`config.mk`:
```
export PLATFORM = sky130hd
export DESIGN_NAME = uart_tx_arbiter
export DESIGN_NICKNAME = d
export VERILOG_FILES = /design/src/rtl/uart_arb_pkg.sv /design/src/rtl/uart_rr_picker.sv /design/src/rtl/uart_tx_arbiter.sv
export SDC_FILE = /design/constraint.sdc
export NUM_CORES = 1
export LEC_CHECK = 0
export ABC_AREA = 1
export CORE_MARGIN = 2
export CORE_UTILIZATION = 52
export CTS_BUF_LIST = sky130_fd_sc_hd__clkbuf_8
export DETAILED_ROUTE_END_ITERATION = 10
export HOLD_SLACK_MARGIN = 0.03
export PLACE_DENSITY_LB_ADDON = 0.25
export SYNTH_ARGS = -nofsm -noshare
export SYNTH_HDL_FRONTEND = slang
export SYNTH_SLANG_ARGS = --single-unit
```
`constraint.sdc`:
```
create_clock -name clk -period 1.91 [get_ports clk]
set_input_delay 0.2865 -clock clk [delete_from_list [all_inputs] [get_ports clk]]
set_output_delay 0.2865 -clock clk [all_outputs]
set_load 0.005 [all_outputs]
```
`src/rtl/uart_arb_pkg.sv`:
```
// Shared types and constants for the UART transmit arbiter.
package uart_arb_pkg;

  typedef enum logic [2:0] {
    IDLE  = 3'd0,
    GRANT = 3'd1,
    LOAD  = 3'd2,
    SEND  = 3'd3,
    DONE  = 3'd4
  } arb_state_t;

  localparam int TMO_W = 16;

endpackage

```
`src/rtl/uart_rr_picker.sv`:
```
// Combinational round-robin find-first: returns the first set request at or
// after ptr, wrapping past NUM_REQ-1 back to 0.
module uart_rr_picker #(
  parameter int NUM_REQ = 4,
  parameter int ID_W    = 2
) (
  input  logic [NUM_REQ-1:0] req,
  input  logic [ID_W-1:0]    ptr,
  output logic               valid,
  output logic [ID_W-1:0]    idx
);

  logic [2*NUM_REQ-1:0] doubled;
  logic [NUM_REQ-1:0]   rotated;
  logic [ID_W:0]        sum;

  // Rotate so that bit 0 is the pointer position; scanning downward lets the
  // lowest rotated offset win without needing a break.
  always_comb begin
    doubled = {req, req} >> ptr;
    rotated = doubled[NUM_REQ-1:0];
    valid   = 1'b0;
    sum     = '0;
    for (int k = NUM_REQ - 1; k >= 0; k--) begin
      if (rotated[k]) begin
        valid = 1'b1;
        sum   = {1'b0, ptr} + (ID_W + 1)'(k);
      end
    end
    if (sum >= (ID_W + 1)'(NUM_REQ)) begin
      sum = sum - (ID_W + 1)'(NUM_REQ);
    end
    idx = sum[ID_W-1:0];
  end

endmodule

```
`src/rtl/uart_tx_arbiter.sv`:
```
// Round-robin arbiter sharing one uart_transmitter among NUM_REQ byte clients.
// Define UART_ARB_PRIORITY_EN to make requester 0 a strict high-priority client.
module uart_tx_arbiter
  import uart_arb_pkg::*;
#(
  parameter int NUM_REQ      = 4,
  parameter int ID_W         = 2,
  parameter int BUSY_TIMEOUT = 65535
) (
  input  logic                 clk,
  input  logic                 reset,
  input  logic                 arb_enable,
  input  logic [NUM_REQ-1:0]   req,
  input  logic [8*NUM_REQ-1:0] req_data,
  output logic [NUM_REQ-1:0]   req_ack,
  output logic [NUM_REQ-1:0]   req_done,
  output logic [7:0]           Tx_DATA,
  output logic                 Tx_WR,
  output logic                 Tx_EN,
  input  logic                 Tx_BUSY,
  output logic [ID_W-1:0]      owner,
  output logic                 busy,
  output logic                 arb_error
);

  arb_state_t         state;
  logic [ID_W-1:0]    rr_ptr;
  logic [TMO_W-1:0]   tmo_cnt;
  logic [NUM_REQ-1:0] pick_req;
  logic               rr_valid;
  logic [ID_W-1:0]    rr_idx;
  logic               grant_valid;
  logic [ID_W-1:0]    grant_idx;
  logic [ID_W-1:0]    ptr_after_owner;

`ifdef UART_ARB_PRIORITY_EN
  assign pick_req = {req[NUM_REQ-1:1], 1'b0};
`else
  assign pick_req = req;
`endif

  uart_rr_picker #(
    .NUM_REQ (NUM_REQ),
    .ID_W    (ID_W)
  ) u_picker (
    .req   (pick_req),
    .ptr   (rr_ptr),
    .valid (rr_valid),
    .idx   (rr_idx)
  );

  // Requester 0 pre-empts the rotation when priority mode is built in, and
  // then leaves the pointer untouched so the others keep their turn order.
  always_comb begin
    grant_valid     = rr_valid;
    grant_idx       = rr_idx;
    ptr_after_owner = (owner == ID_W'(NUM_REQ - 1)) ? '0 : owner + 1'b1;
`ifdef UART_ARB_PRIORITY_EN
    if (req[0]) begin
      grant_valid = 1'b1;
      grant_idx   = '0;
    end
    if (owner == '0) begin
      ptr_after_owner = rr_ptr;
    end
`endif
  end

  assign busy = (state != IDLE);

  always_ff @(posedge clk or negedge reset) begin
    if (!reset) begin
      state     <= IDLE;
      rr_ptr    <= '0;
      tmo_cnt   <= '0;
      Tx_DATA   <= '0;
      Tx_WR     <= 1'b0;
      Tx_EN     <= 1'b0;
      owner     <= '0;
      req_ack   <= '0;
      req_done  <= '0;
      arb_error <= 1'b0;
    end else begin
      req_ack   <= '0;
      req_done  <= '0;
      arb_error <= 1'b0;
      Tx_EN     <= arb_enable | (state != IDLE);
      case (state)
        IDLE: begin
          if (arb_enable && (|req)) begin
            state <= GRANT;
          end
        end
        GRANT: begin
          if (grant_valid) begin
            Tx_DATA <= req_data[{grant_idx, 3'b000} +: 8];
            owner   <= grant_idx;
            req_ack <= NUM_REQ'(1) << grant_idx;
            Tx_WR   <= 1'b1;
            tmo_cnt <= '0;
            state   <= LOAD;
          end else begin
            state <= IDLE;
          end
        end
        // Counting from zero keeps Tx_WR high for exactly BUSY_TIMEOUT cycles.
        LOAD: begin
          if (Tx_BUSY) begin
            Tx_WR <= 1'b0;
            state <= SEND;
          end else if (tmo_cnt == TMO_W'(BUSY_TIMEOUT - 1)) begin
            Tx_WR     <= 1'b0;
            arb_error <= 1'b1;
            rr_ptr    <= ptr_after_owner;
            state     <= IDLE;
          end else begin
            tmo_cnt <= tmo_cnt + 1'b1;
          end
        end
        SEND: begin
          if (!Tx_BUSY) begin
            req_done <= NUM_REQ'(1) << owner;
            state    <= DONE;
          end
        end
        DONE: begin
          rr_ptr <= ptr_after_owner;
          state  <= IDLE;
        end
        default: state <= IDLE;
      endcase
    end
  end

endmodule

```
After elaboration in Yosys (flattened, before gate mapping)
Index checks and enable logic that the tools add are counted.

word-level totals
  register bits = 42
  output and inout bits = 22

operators by class
  add/subtract/negate cells = 6
  $lt $le $gt $ge = 1
  equality and inequality tests = 13
  shift operators = 4
  muxes and demuxes = 34
  bitwise operators = 1
  reductions and logical operators = 11

operator list
  operator                                         number
  two-way mux 16 bit                               3
  one-hot mux 16 bit (2 select lines)              1
  variable part select 32 x 6 -> 8 bit             1
  two-way mux 3 bit                                8
  adder 16 x 1 -> 16 bit, second input constant    1
  == test 16 bit, second input constant            1
  two-way mux 4 bit                                4
  != test 2 bit, second input constant             6
  one-hot mux 3 bit (4 select lines)               1
  two-way mux 1 bit                                10
  two-way mux 2 bit                                5
  AND reduction 3 bit                              3
  << shifter 1 x 2 -> 4 bit, first input constant  2
  right shift 8 x 2 -> 4 bit                       1
  adder 2 x 2 -> 3 bit, second input constant      2
  == test 3 x 2 -> 1 bit, second input constant    2
  one-hot mux 2 bit (2 select lines)               1
  AND reduction 4 bit                              1
  nonzero test 2 bit                               2
  OR reduction 4 bit                               1
  adder 2 x 1 -> 3 bit, second input constant      1
  == test 3 x 1 -> 1 bit, second input constant    1
  == test 3 bit, second input constant             1
  >= comparator 3 bit, second input constant       1
  other kinds (10)                                 10

Logic depth before layout (Yosys ltp)
  word-level depth = 10
  depth in mapped cells = 15
  gate-level depth less buffers = 13

Modules after synthesis
A second synthesis with hierarchy kept.

unflattened totals
  cell total of the unflattened synthesis = 348
  area, all modules = 2,640.0 µm²

modules (own cells, without submodules)
  module           instances  cells each  area each (µm²)
  uart_tx_arbiter  1          302         2,397.3
  uart_rr_picker   1          46          242.7

Least setup slack after synthesis
Ideal clock, no wire load.

  kind = register to register
  from = register tmo_cnt[0]
  to = register tmo_cnt[15]
  data arrival time = 1,541 ps
  required time = 1,818 ps
  path slack = 278 ps
  stages on the path, launching flop included = 11
  buffers on the path = 1
  period minus slack after synthesis = 1,632 ps
  path through = dfrtp_1 > inv_1 > ha_1 > nand2_1 > nor2_1 > nand2_1 > nor2_2 > nor3_4 > nor2_8 > buf_8 > o31ai_2

between the ends
  cells in the longest elaborated chain, start to end = 4
  elaborated cells on any way between the ends = 7
  classes of those cells = add/sub (1); eq/ne (2); mux (3); reduce/logical (1)

RTL lines
  element                              RTL line                source
  from (decl)                          uart_tx_arbiter.sv:28   logic [TMO_W-1:0] tmo_cnt;
  from (signal assigned)               uart_tx_arbiter.sv:117  tmo_cnt <= tmo_cnt + 1'b1;
  adder 16 x 1 -> 16 bit               uart_tx_arbiter.sv:117
  two-way mux 16 bit                   uart_tx_arbiter.sv:111  end else if (tmo_cnt == TMO_W'(BUSY_TIMEOUT - 1)) begin
  two-way mux 16 bit                   uart_tx_arbiter.sv:108  if (Tx_BUSY) begin
  one-hot mux 16 bit (2 select lines)  uart_tx_arbiter.sv:88   case (state)

Several ways; a longest one is shown, not always the timed one. The select of a mux whose other input is x is not followed.
A chain may end at the register's enable or synchronous reset.

Worst setup path after layout
  from = register state[1]
  to = output busy

between the ends
  cells in the longest elaborated chain, start to end = 1

RTL lines
  element                 RTL line                source
  from (decl)             uart_tx_arbiter.sv:26   arb_state_t state;
  from (signal assigned)  uart_tx_arbiter.sv:73   state <= IDLE;
  from (signal assigned)  uart_tx_arbiter.sv:91   state <= GRANT;
  from (signal assigned)  uart_tx_arbiter.sv:101  state <= LOAD;
  nonzero test 3 bit      uart_tx_arbiter.sv:69   assign busy = (state != IDLE);
  to (decl)               uart_tx_arbiter.sv:22   output logic busy,

Every way passes these cells.

==> flow_metrics.tcl <==
set metrics [dict create \
    status "finished clean" \
    grt_pass1_vias 2416 \
    fmaxAchievable_ghz 0.569 \
    drt-total-wl_um 6100 \
    syn2layout_area_growth_pct 35.1 \
    io_pins 62 \
    ys_seq_elements 42 \
    antenna_found_initial 0 \
    die_x_um 75.7 \
    tightest_slew_ns 0.513 \
    final_util_pct 71.7 \
    rows 26 \
    yosysSeqAreaShare_pct 39.3 \
    clk_latency_ns 0.30 \
    htree_levels 2 \
    synthTopCellsByArea "dfrtp_1, nand2_1, nand3_1, inv_1, nor2_1" \
    drive_above_1_share_pct 16.5 \
    critPathRequiredTime_ns 1.62 \
    synth_cells 353 \
    drv_slew 0 \
    netlist_area_sq_mm 0.00267 \
    yosysTopAreaCellShare_pct 39.3 \
    setup_viol_count_final 0 \
    diodes 0 \
    place.gp.congestion 0.888 \
    ir_drop_uv 955 \
    vias_per_cell 4.92 \
    worstPathArrival_ns 1.47 \
    hold_ws_ns 0.0466 \
    synth_ff_type "dfrtp_1" \
    async_flop_share_pct 100 \
    grt_max_degree 43 \
    p_per_area_mw_per_mm2 1290 \
    final_antenna_net_count 0 \
    rr_startpoint "rr_ptr[1]" \
    reg2reg_slack_ns 0.16 \
    cts.clk_slew.worst_paths_ns 0.08 \
    yosysTopAreaCell "dfrtp_1" \
    relSlewSlack_pct 65.5 \
    cts_setup_buffers 0 \
    finalHoldViolCount 0 \
    routed.top_layer "met4" \
    grt_usage_pct 23.6 \
    grt-ovfl-total 0 \
    maxCapViolCount 0 \
    cts_buffers 5 \
    r2r-end "Tx_DATA[0]" \
    die_h_um 75.7 \
    cts_resized 0 \
    cp_max_fo 6 \
    via_count 2492 \
    power_leakage_nw 1.74 \
    dp_hpwl_um 4800 \
    synthesis.nets 399 \
    drc 0 \
    routedWlPerCell_um 12.0 \
    fin_nets 482 \
    period_minus_slack_ns 1.76 \
    initial_core_util_pct 53.0 \
    synth_edf_count 0 \
    cts_tree "yes" \
    ys_warn_count 0 \
    core_sq_mm 0.00504 \
    cts_sinks 42 \
    grt_pass1_wl_um 10300 \
    worstHoldPathType "in2async" \
    portBuffers 61 \
    start_kind "register" \
    clock_skew_ns 0.00494 \
    yosysUniqueCellTypes 37 \
    crit_type "reg2out" \
    holdBufCountCts 0 \
    reg2reg_depth 9 \
    cts_max_path_buffers 2 \
    drt_iter0_drc 131 \
    syn_avg_cell_area_sq_um 7.57 \
    die-area_sq_mm 0.00573 \
    wl_met1_um 2690 \
    met3_length_um 275 \
    first_pass_iters 7 \
    setup.worst_path.end_class "output port" \
    route.met2.wl_um 3030 \
    post-route-period-util_pct 91.9 \
    cts-root-buf "clkbuf_8" \
]
cell type report:
class                   count  area [sq um]
multi-input cells         245          1350
clock inverters             3          41.3
clock buffers               5          68.8
fillers                   421          1430
well taps                  70          87.6
flip-flops and latches     42          1050
repair buffers             82           779
inverters                  60           238
report_power, final:
part | leakage [nW] | switching [mW] | internal [mW] | total, mW
Combinational | 1.13 | 1.50 | 1.17 | 2.67
Sequential | 0.555 | 0.185 | 1.11 | 1.29
Clock | 0.0556 | 0.315 | 0.385 | 0.700
Total | 1.74 | 2.00 | 2.67 | 4.67
how the worst max path moves through the flow:
stage | startpoint | endpoint | slack [ns] | cells after the start
final | state[1] | busy | 0.15 | 3
after global routing | rr_ptr[1] | Tx_DATA[1] | -0.001 | 11
after CTS | rr_ptr[0] | Tx_DATA[0] | 0.04 | 10
after detailed placement | req[1] | Tx_DATA[0] | -0.16 | 13
after global placement | req[1] | Tx_DATA[1] | -0.08 | 13
after floorplan | tmo_cnt[0] | tmo_cnt[15] | 0.28 | 10
critical path: stages, from the launching register on:
cell             delay [ns]
dfrtp_1                0.46
inv_1                  0.09
nand2_1                0.11
clkdlybuf4s50_1        0.51
per-layer routing:
metal / global-route usage [%] / vias up
met1: 29.5 / 1140
met3: 3.70 / 8
met5: 0 / -
met4: 9.36 / 0
li1: - / 1274
met2: 40.8 / 70
cell families after synthesis:
group / Yosys count / synth area share, %
buffers and inverters: 66 / 10.9
XOR/XNOR: 9 / 2.95
adder cells (fa/ha/maj): 6 / 2.81
AO/OA/AOI/OAI: 28 / 6.74
flip-flops: 42 / 39.3
AND/OR/NAND/NOR: 202 / 37.2
cell usage in the layout, fill, tap and decap left out, types with 2 or more instances in the layout:
master | synthesis | final
clkbuf_8 | 0 | 5
xnor2_1 | 3 | 3
nand3_1 | 40 | 40
nand4_1 | 6 | 6
nor3_1 | 8 | 8
ha_1 | 6 | 6
nand2_1 | 91 | 91
or2_0 | 4 | 4
a21oi_1 | 5 | 5
nand2_2 | 8 | 8
xor2_1 | 6 | 6
inv_2 | 4 | 4
o31ai_2 | 4 | 4
dfrtp_1 | 42 | 41
inv_1 | 53 | 54
o21ai_1 | 5 | 5
nand2_4 | 3 | 2
nor2_4 | 1 | 2
nand3_2 | 4 | 4
clkdlybuf4s50_1 | 0 | 60
or2_2 | 2 | 2
inv_4 | 2 | 2
nor2_1 | 24 | 23
nor2_2 | 6 | 6
o21ai_0 | 10 | 10
buf_4 | 1 | 19
Yosys cell counts, types with 2 or more instances:
master	instances
nand2_1	91
inv_1	53
dfrtp_1	42
nand3_1	40
nor2_1	24
o21ai_0	10
nand2_2	8
nor3_1	8
ha_1	6
nand4_1	6
nor2_2	6
xor2_1	6
a21oi_1	5
o21ai_1	5
inv_2	4
nand3_2	4
o31ai_2	4
or2_0	4
nand2_4	3
xnor2_1	3
buf_2	2
buf_6	2
inv_4	2
or2_2	2
flip-flops by register name, summed over array words and instances (netlist names):
name       count
tmo_cnt       16
Tx_DATA        8
req_ack        4
req_done       4
state          3
owner          2
rr_ptr         2
Tx_EN          1
Tx_WR          1
arb_error      1
stage by stage:
step	setup WS (ns)	std cells	setup TNS (ns)	instance area, sq um	total power, mW
2_1_floorplan	0.278	353	0	2670	2.97
3_3_place_gp	-0.0808	499	-0.723	3480	3.87
3_5_place_dp	-0.156	499	-1.90	3480	3.91
4_1_cts	0.0353	507	0	3590	4.63
5_1_grt	-0.00135	507	-0.00135	3610	5.06
6_report	0.154	507	0	3610	4.67
Note: power is estimated with default switching activity, not from simulation.
